File: src/rtl/counter_arbiter_pkg.sv
// Shared types and encodings for the counter arbiter and its interval counter.
package counter_arb_pkg;

    typedef enum logic [1:0] {
        IDLE = 2'd0,
        RUN  = 2'd1,
        DONE = 2'd2
    } state_e;

    localparam int   RESET_PTR = 0;
    localparam logic MODE_UP   = 1'b0;
    localparam logic MODE_DOWN = 1'b1;

endpackage

File: src/rtl/counter_arbiter_interval_counter.sv
// Loadable up/down counter; at_terminal_o flags that the step taken on the
// coming edge lands on term_i, so the owner can leave RUN on that same edge.
module interval_counter
    import counter_arb_pkg::*;
#(
    parameter int WIDTH = 5
) (
    input  logic             clk,
    input  logic             rst,
    input  logic             load_i,
    input  logic [WIDTH-1:0] start_i,
    input  logic             en_i,
    input  logic             dir_i,
    input  logic [WIDTH-1:0] term_i,
    output logic [WIDTH-1:0] count_o,
    output logic             at_terminal_o
);

    logic [WIDTH-1:0] count_q, count_d, step;

    assign step          = (dir_i == MODE_DOWN) ? count_q - 1'b1 : count_q + 1'b1;
    assign at_terminal_o = (step == term_i);
    assign count_o       = count_q;

    always_comb begin
        count_d = count_q;
        if (load_i) begin
            count_d = start_i;
        end else if (en_i) begin
            count_d = step;
        end
    end

    always_ff @(posedge clk) begin
        if (rst) begin
            count_q <= '0;
        end else begin
            count_q <= count_d;
        end
    end

endmodule

File: src/rtl/counter_arbiter.sv
// Round-robin scheduler that lends one interval counter to NREQ requesters.
// Handshake: req[i] is a level held until done[i] pulses or the requester aborts by dropping it.
module counter_arbiter
    import counter_arb_pkg::*;
#(
    parameter  int NREQ  = 2,
    parameter  int WIDTH = 5,
    localparam int PTR_W = (NREQ > 1) ? $clog2(NREQ) : 1
) (
    input  logic                  clk,
    input  logic                  rst,
    input  logic [NREQ-1:0]       req,
    input  logic [NREQ*WIDTH-1:0] len,
    input  logic [NREQ-1:0]       mode,
    output logic [NREQ-1:0]       grant,
    output logic                  busy,
    output logic [WIDTH-1:0]      count,
    output logic                  cnt_mode,
    output logic [NREQ-1:0]       done,
    output state_e                dbg_state
);

    state_e           state_q, state_d;
    logic [PTR_W-1:0] ptr_q, ptr_d, owner_q, owner_d, next_ptr, sel_idx, k_idx;
    logic [NREQ-1:0]  grant_q, grant_d;
    logic [WIDTH-1:0] len_q, len_d, ld_val, term;
    logic             cnt_mode_q, cnt_mode_d, sel_valid, ld, en, at_term;
    int               k;

    // First requester at or after the pointer, wrapping modulo NREQ.
    always_comb begin
        sel_valid = 1'b0;
        sel_idx   = '0;
        k         = 0;
        k_idx     = '0;
        for (int i = 0; i < NREQ; i++) begin
            k = int'(ptr_q) + i;
            if (k >= NREQ) k = k - NREQ;
            k_idx = PTR_W'(k);
            if (!sel_valid && req[k_idx]) begin
                sel_valid = 1'b1;
                sel_idx   = k_idx;
            end
        end
    end

    assign next_ptr = (owner_q == PTR_W'(NREQ - 1)) ? '0 : owner_q + 1'b1;
    assign term     = (cnt_mode_q == MODE_DOWN) ? '0 : len_q;

    always_comb begin
        state_d    = state_q;
        ptr_d      = ptr_q;
        owner_d    = owner_q;
        grant_d    = grant_q;
        len_d      = len_q;
        cnt_mode_d = cnt_mode_q;
        ld         = 1'b0;
        ld_val     = '0;
        en         = 1'b0;
        case (state_q)
            IDLE: begin
                if (sel_valid) begin
                    owner_d          = sel_idx;
                    grant_d          = '0;
                    grant_d[sel_idx] = 1'b1;
                    len_d            = len[int'(sel_idx)*WIDTH +: WIDTH];
                    cnt_mode_d       = mode[sel_idx];
                    ld               = 1'b1;
                    ld_val           = (mode[sel_idx] == MODE_DOWN) ? len_d : '0;
                    state_d          = (len_d == '0) ? DONE : RUN;
                end
            end
            RUN: begin
                if (!req[owner_q]) begin
                    state_d    = IDLE;
                    grant_d    = '0;
                    cnt_mode_d = MODE_UP;
                    ptr_d      = next_ptr;
                end else begin
                    en = 1'b1;
                    if (at_term) state_d = DONE;
                end
            end
            DONE: begin
                state_d    = IDLE;
                grant_d    = '0;
                cnt_mode_d = MODE_UP;
                ptr_d      = next_ptr;
            end
            default: state_d = IDLE;
        endcase
    end

    always_ff @(posedge clk) begin
        if (rst) begin
            state_q    <= IDLE;
            ptr_q      <= PTR_W'(RESET_PTR);
            owner_q    <= '0;
            grant_q    <= '0;
            len_q      <= '0;
            cnt_mode_q <= MODE_UP;
        end else begin
            state_q    <= state_d;
            ptr_q      <= ptr_d;
            owner_q    <= owner_d;
            grant_q    <= grant_d;
            len_q      <= len_d;
            cnt_mode_q <= cnt_mode_d;
        end
    end

    interval_counter #(.WIDTH(WIDTH)) u_counter (
        .clk          (clk),
        .rst          (rst),
        .load_i       (ld),
        .start_i      (ld_val),
        .en_i         (en),
        .dir_i        (cnt_mode_q),
        .term_i       (term),
        .count_o      (count),
        .at_terminal_o(at_term)
    );

    assign grant     = grant_q;
    assign busy      = |grant_q;
    assign cnt_mode  = cnt_mode_q;
    assign done      = (state_q == DONE) ? grant_q : '0;
    assign dbg_state = state_q;

    a_grant_onehot0: assert property (@(posedge clk) disable iff (rst) $onehot0(grant));
    a_done_in_grant: assert property (@(posedge clk) disable iff (rst) (done & ~grant) == '0);
    a_busy_or:       assert property (@(posedge clk) disable iff (rst) busy == |grant);

endmodule

File: config.mk
export PLATFORM = sky130hd
export DESIGN_NAME = counter_arbiter
export DESIGN_NICKNAME = d
export VERILOG_FILES = /design/src/rtl/counter_arbiter_pkg.sv /design/src/rtl/counter_arbiter_interval_counter.sv /design/src/rtl/counter_arbiter.sv
export SDC_FILE = /design/constraint.sdc
export NUM_CORES = 1
export LEC_CHECK = 0
export CAP_MARGIN = 20
export CORE_MARGIN = 3
export CORE_UTILIZATION = 49
export DETAILED_ROUTE_END_ITERATION = 12
export PLACE_DENSITY_LB_ADDON = 0.1
export SETUP_SLACK_MARGIN = 0.05
export SYNTH_ARGS = -nofsm -noshare
export SYNTH_HDL_FRONTEND = slang
export SYNTH_HIERARCHICAL = 1
export SYNTH_SLANG_ARGS = --single-unit
export TNS_END_PERCENT = 100
File: constraint.sdc
create_clock -name clk -period 2.8 [get_ports clk]
set_input_delay 0.7 -clock clk [delete_from_list [all_inputs] [get_ports clk]]
set_output_delay 0.7 -clock clk [all_outputs]
set_load 0.02 [all_outputs]
# Word level (Yosys, flattened, before mapping)
# Cells that the tools add are included.
# word_totals
register_bits	17
# classes
magnitude_cmp	7
mux	42
mul	1
eq_ne	6
addsub	6
n_reduce_logical	13
shifts	1
# op_table
operator	n
$mux W5	7
$mux W1	23
$mux W2	7
$shiftx A10 B5 Y5	1
$lt A1 B2 Y1 const B	4
$pmux W2 S3	1
$reduce_and A2 Y1	3
$add A5 B1 Y5 const B	1
$eq A5 B5 Y1	1
$logic_not A5 Y1	1
$sub A5 B1 Y5 const B	1
$mul A1 B3 Y4 const B	1
$ne A2 B2 Y1 const B	2
$pmux W2 S2	1
$reduce_bool A2 Y1	2
$ne A3 B3 Y1 const B	1
$pmux W1 S3	1
$reduce_and A3 Y1	1
$reduce_bool A3 Y1	1
$add A1 B1 Y2 const B	1
$eq A2 B1 Y1 const B	1
$eq A2 B2 Y1 const B	1
$ge A1 B2 Y1 const B	1
$ge A2 B2 Y1 const B	1
9 further kinds	11

# Logic depth before layout (Yosys ltp)
# Gate-level depths: netlist of the first run.
# logic_depth
word_depth	14
mapped_depth	9
ltp_nobuf	9

# Cells and area by module
# The synthesis of the first run kept the hierarchy.
# by_module_without_submodules
module	instances	area_each_um2	cells_per_inst
counter_arbiter	1	764.5	86
interval_counter	1	444.2	50

# Least setup slack after synthesis of the first run
# No wires, ideal clock.
# synth_timing
path_kind	register to register
start	register cnt_mode_q, in the netlist cnt_mode
end	register state_q[1], in the netlist dbg_state[1]
required_time_ns	2.741
arrival_time_ns	2.341
slack_ns	0.400
path_stages_with_launch	10
setup_ns	0.059
cell_sequence	dfxtp_1 > ha_1 > and3_1 > nor2_1 > xnor3_1 > nor3b_1 > inv_1 > a32o_1 > a211oi_1 > o31a_1
# synth_between
elab_chain_cells	4
# synth_lines
item	line_no	source
start, declared	counter_arbiter.sv:27	logic cnt_mode_q, cnt_mode_d, sel_valid, ld, en, at_term;
start signal, assigned	counter_arbiter.sv:108	cnt_mode_q <= cnt_mode_d;
$mux W5 (on tied branches)	counter_arbiter_interval_counter.sv:21, counter_arbiter.sv:48	
$eq A5 B5 Y1 (*)	counter_arbiter_interval_counter.sv:22	assign at_terminal_o = (step == term_i);
named net at_term	counter_arbiter.sv:27	
$ne A3 B3 Y1 (no line) (*)	-	
$reduce_and A2 Y1 (no line) (*)	-	
end signal, assigned	counter_arbiter.sv:103	state_q <= state_d;
end, declared	counter_arbiter.sv:23	state_e state_q, state_d;
# Mark *: on every way through the listed nets, which the timed path passes. The rest lies on a longest branch.
# A chain may end at the register's enable or synchronous reset.

# Worst setup path in the final report of the first run
# layout_timing
start	register state_q[0], in the netlist dbg_state[0]
end	output port done[0]
# layout_between
elab_chain_cells	2
# layout_lines
item	line_no	source
$eq A2 B2 Y1	counter_arbiter.sv:127	assign done = (state_q == DONE) ? grant_q : '0;
$mux W2	counter_arbiter.sv:127	
end, declared	counter_arbiter.sv:19	output logic [NREQ-1:0] done,
# No other way between the ends.

==> qor.txt, run 1 <==
Top cell type's share of synthesized area -> 28.2%
WL final -> 2750 um
Worst stage delay on the critical path -> 540 ps
CP bufs+invs -> 2
CTS max path bufs -> 2
Post-synthesis compound-gate area fraction -> 19.7%
Sink Count -> 17
Arr. time, crit path -> 1700 ps
DPL Wire Length -> 2180 um
Critical Path, Cell by Cell -> inv_1, ha_1, and2_1, clkdlybuf4s50_1
# hold bufs at CTS -> 0
Worst path slowest cell -> clkdlybuf4s50_1
Int Power -> 573 uW
Largest net degree at the start of global routing -> 19
Clk pwr share -> 14.8%
Initial Utilization -> 53.1%
Antenna diodes -> 0
Initial antenna violation count -> 0
Detailed-route DRC error count -> 0
Post-Synth Simple-Gate Area -> 23.5%
Worst setup path class -> flop to output pin
Area of the die -> 3100 um2
Layout area overhead -> 29.3%
Final Skew -> 7.36 ps
Critical path fanouts, max -> 5
Skew-Pair Late Insertion Delay -> 300 ps
Post-synthesis adder-cell area fraction -> 8.90%
WP data required -> 2100 ps
Worst vdd ir -> 507 uV
Max Clk Rate -> 0.416 GHz
Setup ws final -> 398 ps
Synthesis-stage register bit count -> 17
Largest family of logic cells by synthesized area -> simple AND/OR/NAND/NOR gates
Clock Pin Slew Worst Setup and Hold Paths -> 100 ps
Die width -> 55.7 um
Worst hold-check path type -> flop to flop
Unrepaired setup endpoints after global routing -> false
Largest delay contributor family on the critical path -> buffers and inverters
Tcrit/Tclk final -> 85.8%
Reg2reg setup slack -> 430 ps
Die Ht -> 55.7 um
Comb power frac -> 50.0%
Via count -> 1,088
Vias per inst -> 5.55
DRT Pass-1 Iters -> 4
XOR/XNOR share of the synthesized area -> 8.07%
First DRT Iteration DRCs -> 35
Routed Antenna Nets -> 0
Startpoint types -> flop
Total gr overflow -> 0
Area leader, netlist -> dfxtp_1
Port bufs -> 28
Sequential area share after synthesis -> 28.2%
Crit end category -> output pin
Htree depth -> 1
Total Neg Setup Slack -> 0 ps
Final critical-path required period -> 2400 ps
Layout cells sized above 1 -> 11.3%
Unique masters post-synth -> 43
Setup WS pre-CTS -> 321 ps
Main synth FF type -> dfxtp_1
Setup bufs post-CTS -> 0
Net Switching -> 353 uW
Sequential share of power -> 35.2%
Root Driver -> clkbuf_4
Number of global-route vias before repair -> 1,088
DR WL/cell -> 14.0 um
Area of the core -> 2280 um2
Worst Max-Slew Pin Slew -> 412 ps
Top post-synthesis cells by area -> dfxtp_1 (28%), ha_1 (7.2%), mux2i_1 (5.8%), nor2_1 (5.3%), a211oi_1 (4.3%)
IO Pins -> 29
Status -> complete, no violations
Synth async-reset ratio -> 0%
Leak -> 0.000670 uW
TritonCTS clock tree -> yes
Final hold violation count -> 0
Rel. slew slack -> 72.6%
Final Max Slew Viols -> 0
Cts bufs inserted -> 3
Mux contribution to synthesized area -> 7.97%
Final core utilization -> 68.7%
Post-Synthesis Cells -> 136
Mapped Nets -> 160
Avg Cell Area, Syn -> 8.89 um2
Net count, final -> 193
Switching share of power -> 38.1%
Number of enable flip-flop cells after synthesis -> 0
Gpl congestion -> 0.757
Pwr/cell area -> 593 nW/um2
Mapped cell area -> 1210 um2
WHS -> 494 ps
Setup violators final -> 0
# rows -> 17
First-pass GRT wire length -> 4890 um
Max Cap Viol -> 0
Yosys warning total -> 6
GRT Total Usage -> 19.5%
==> placed cells by master, fill, tap and decap left out, drive strengths merged, types with 3 or more instances in the layout <==
| cell type | instances |
|---|---|
| mux2i | 7 |
| dfxtp | 17 |
| and2 | 3 |
| clkbuf | 4 |
| nor2 | 17 |
| nor3 | 6 |
| and3 | 3 |
| a21oi | 9 |
| buf | 4 |
| or3 | 3 |
| nor2b | 7 |
| xnor2 | 4 |
| o21ai | 5 |
| clkdlybuf4s50 | 28 |
| inv | 7 |
| a211oi | 7 |
| ha | 7 |
==> cell usage after synthesis, types with 3 or more instances <==
| master | number |
|---|---|
| xnor2_1 | 4 |
| o21ai_0 | 3 |
| a211oi_1 | 7 |
| nor2_1 | 17 |
| inv_1 | 6 |
| nor2b_1 | 7 |
| mux2i_1 | 7 |
| dfxtp_1 | 17 |
| nor3_1 | 6 |
| a21oi_1 | 9 |
| or3_1 | 3 |
| ha_1 | 7 |
| buf_2 | 3 |
==> worst register-to-register path, stage by stage (launching register included) <==
cell      delay [ps]
dfxtp_2          400
fa_1             470
and3_4           210
nor2_1           140
xnor3_1          200
nor3b_1          160
inv_1             70
a32o_1           260
a211oi_1         230
o31a_1           160
==> power groups by stage <==
stage	combinational, uW	clock, uW	sequential, uW
2_1_floorplan	294	0	350
3_3_place_gp	452	0	329
3_5_place_dp	462	0	331
4_1_cts	464	147	326
5_1_grt	511	154	334
6_report	463	137	326
==> what timing repair did <==
| item | CTS | global route |
|---|---|---|
| endpoints found under the hold margin | 0 | 0 |
| endpoints found under the setup margin | 0 | 1 |
| resized for setup | 0 | 1 |
==> area by class of cell <==
cell class | count | area (um2)
fillers | 186 | 713
flip-flops and latches | 17 | 342
multi-input cells | 108 | 823
repair buffers | 32 | 310
well taps | 28 | 35.0
inverters | 7 | 26.3
clock buffers | 4 | 26.3
==> metal layers <==
layer | track usage, % | up-vias | share of wire [%]
li1 | - | 553 | -
met1 | 24.0 | 506 | 45
met2 | 33.4 | 24 | 50
met3 | 4.18 | 5 | 4.0
met4 | 6.25 | 0 | 1.1
met5 | 0 | - | 0
==> logic make-up (layout without fill, tap and decap cells) <==
logic type / count (synthesis) / in the layout
compound gates: 31 / 31
mux: 9 / 9
xor+xnor: 8 / 8
flops: 17 / 17
simple gates: 52 / 52
fa+ha+maj: 8 / 8
buf+inv: 11 / 43
==> final timing paths <==
path,from,end,depth (start not counted)
setup / recovery,dbg_state[0]$_SDFFE_PP0P_,done[0],4
hold / removal,owner_q$_SDFFE_PP0P_,owner_q$_SDFFE_PP0P_,2
setup reg to reg,cnt_mode$_SDFFE_PP0P_,dbg_state[1]$_SDFFE_PP0P_,9
hold reg to reg,owner_q$_SDFFE_PP0P_,owner_q$_SDFFE_PP0P_,2
==> state kept, by name (all words and copies together) (netlist names) <==
name               flops
cnt_mode               1
dbg_state              2
grant                  2
len_q                  5
owner_q                1
ptr_q                  1
u_counter/count_o      5
==> metrics by stage <==
stage | cells | power [uW] | area, um2
after floorplan | 136 | 644 | 1210
after detailed placement | 192 | 793 | 1540
after CTS | 196 | 936 | 1560
final | 196 | 927 | 1560
after global routing | 196 | 999 | 1560
after global placement | 192 | 781 | 1540
(Power assumes the default switching activity.)
==> inputs of run 2 (changes only) <==
--- a/config.mk
+++ b/config.mk
@@ -10,6 +10,7 @@
 export CORE_UTILIZATION = 49
 export DETAILED_ROUTE_END_ITERATION = 12
 export PLACE_DENSITY_LB_ADDON = 0.1
+export RECOVER_POWER = 100
 export SETUP_SLACK_MARGIN = 0.05
 export SYNTH_ARGS = -nofsm -noshare
 export SYNTH_HDL_FRONTEND = slang
==> constraint.sdc (replaced) <==
create_clock -name clk -period 2.8 [get_ports clk]
set_input_delay 0.7 -clock clk [delete_from_list [all_inputs] [get_ports clk]]
set_output_delay 0.7 -clock clk [all_outputs]
set_load 0.005 [all_outputs]
==> qor.txt, run 2 (synthesis gave the netlist of run 1 again) <==
Status -> complete, no violations
Area of the die -> 3100 um2
Die width -> 55.7 um
Net Switching -> 315 uW
GRT Total Usage -> 19.5%
Worst path slowest cell -> o21ai_1
Setup bufs post-CTS -> 0
DPL Wire Length -> 2180 um
Die Ht -> 55.7 um
Layout area overhead -> 27.0%
CTS max path bufs -> 2
Critical path fanouts, max -> 9
Non-filler cells, final -> 196
Worst setup path class -> primary input to flop
Root Driver -> clkbuf_4
WL met3 -> 83 um
Placed Cells incl. Taps -> 192
Routed wl met2 -> 1390 um
Final hold violation count -> 0
Final Skew -> 6.69 ps
Met1 wire length -> 1250 um
Sink Count -> 17
Commonest cells after routing, fill and taps aside -> nor2_1 (17), dfxtp_1 (16), clkdlybuf4s50_1 (15)
Worst stage delay on the critical path -> 670 ps
Crit end category -> flop
Commonest non-fill, non-tap cell in the layout -> nor2_1
Largest delay contributor family on the critical path -> buffers and inverters
Worst hold-check path type -> flop to flop
IO Pins -> 29
Final core utilization -> 67.5%
Setup violators final -> 0
# rows -> 17
Htree depth -> 1
Port bufs -> 28
Worst vdd ir -> 495 uV
Final critical-path required period -> 2540 ps
TritonCTS clock tree -> yes
Cts bufs inserted -> 3
Startpoint types -> primary input
Max Clk Rate -> 0.394 GHz
Clock Pin Slew Worst Setup and Hold Paths -> 100 ps
CP bufs+invs -> 3
Post-placement cell area -> 1540 um2
Clk pwr share -> 15.8%
Leak -> 0.000695 uW
Via count -> 1,086
Initial antenna violation count -> 0
Arr. time, crit path -> 2770 ps
Int Power -> 557 uW
Max layer used -> met4
WHS -> 490 ps
Critical Path, Cell by Cell -> clkdlybuf4s50_1, inv_1, o21ai_1, mux2i_1, buf_4, nor3_1, nor2b_1, nor3_1
Tcrit/Tclk final -> 90.5%
Initial Utilization -> 53.1%
First DRT Iteration DRCs -> 32
Sequential share of power -> 37.0%
Pwr/cell area -> 568 nW/um2
DRT Pass-1 Iters -> 4
WL final -> 2750 um
Switching share of power -> 36.1%
Layout cells sized above 1 -> 7.74%
Area of the core -> 2280 um2
Antenna diodes -> 0
First-pass GRT wire length -> 4890 um
Skew-Pair Late Insertion Delay -> 300 ps
Detailed-route DRC error count -> 0
Vias per inst -> 5.54
Total gr overflow -> 0
Cell area after layout -> 1540 um2
WP data required -> 3030 ps
Largest net degree at the start of global routing -> 19
Max Cap Viol -> 0
Worst Max-Slew Pin Slew -> 861 ps
Rel. slew slack -> 42.2%
Comb power frac -> 47.2%
Total Neg Setup Slack -> 0 ps
Critical Path Most Common Cell -> nor3_1
Net count, final -> 193
Unrepaired setup endpoints after global routing -> false
Gpl congestion -> 0.757
DR WL/cell -> 14.0 um
Final Max Slew Viols -> 0
Routed Antenna Nets -> 0
Number of global-route vias before repair -> 1,088
## run 2: path summary, 6_finish.rpt
path	startpoint	slack, ps	cells past startpoint	endpoint
setup / recovery	req[0]	260	8	u_counter/count_o[3]$_SDFFE_PP0P_
hold / removal	owner_q$_SDFFE_PP0P_	490	2	owner_q$_SDFFE_PP0P_
setup reg to reg	cnt_mode$_SDFFE_PP0P_	420	9	dbg_state[1]$_SDFFE_PP0P_
hold reg to reg	owner_q$_SDFFE_PP0P_	490	2	owner_q$_SDFFE_PP0P_
## run 2: metal layers
| layer | vias up | global-route usage [%] |
|---|---|---|
| li1 | 551 | - |
| met4 | 0 | 6.25 |
| met3 | 5 | 4.18 |
| met5 | - | 0 |
| met1 | 513 | 24.0 |
| met2 | 17 | 33.4 |
## run 2: tightest hold or removal path, cell delays in order (launching register included)
cell and delay [ps]:
dfxtp_1 340, nand2_1 60, a21oi_1 50
## run 2: stage by stage
stage | setup slack (ps) | total power, uW
2_1_floorplan | 503 | 613
3_3_place_gp | 377 | 750
3_5_place_dp | 321 | 762
4_1_cts | 286 | 905
5_1_grt | 107 | 944
6_report | 265 | 872
## run 2: power groups by stage
stage | Clock (uW) | Combinational [uW] | Sequential, uW
2_1_floorplan | 0 | 288 | 325
3_3_place_gp | 0 | 420 | 329
3_5_place_dp | 0 | 431 | 331
4_1_cts | 147 | 432 | 326
5_1_grt | 154 | 459 | 331
6_report | 137 | 412 | 323
## run 2: layout make-up
class	count	area, um2
Multi-Input combinational cell	108	796
Fill cell	192	741
Sequential cell	17	342
Timing Repair Buffer	32	310
Tap cell	28	35.0
Clock buffer	4	26.3
Inverter	7	26.3
## run 2: what timing repair did
| item | 4_1_cts | 5_1_grt |
|---|---|---|
| setup endpoints to repair | 0 | 1 |
| hold buffers | 0 | 0 |
| resized for setup | 0 | 1 |
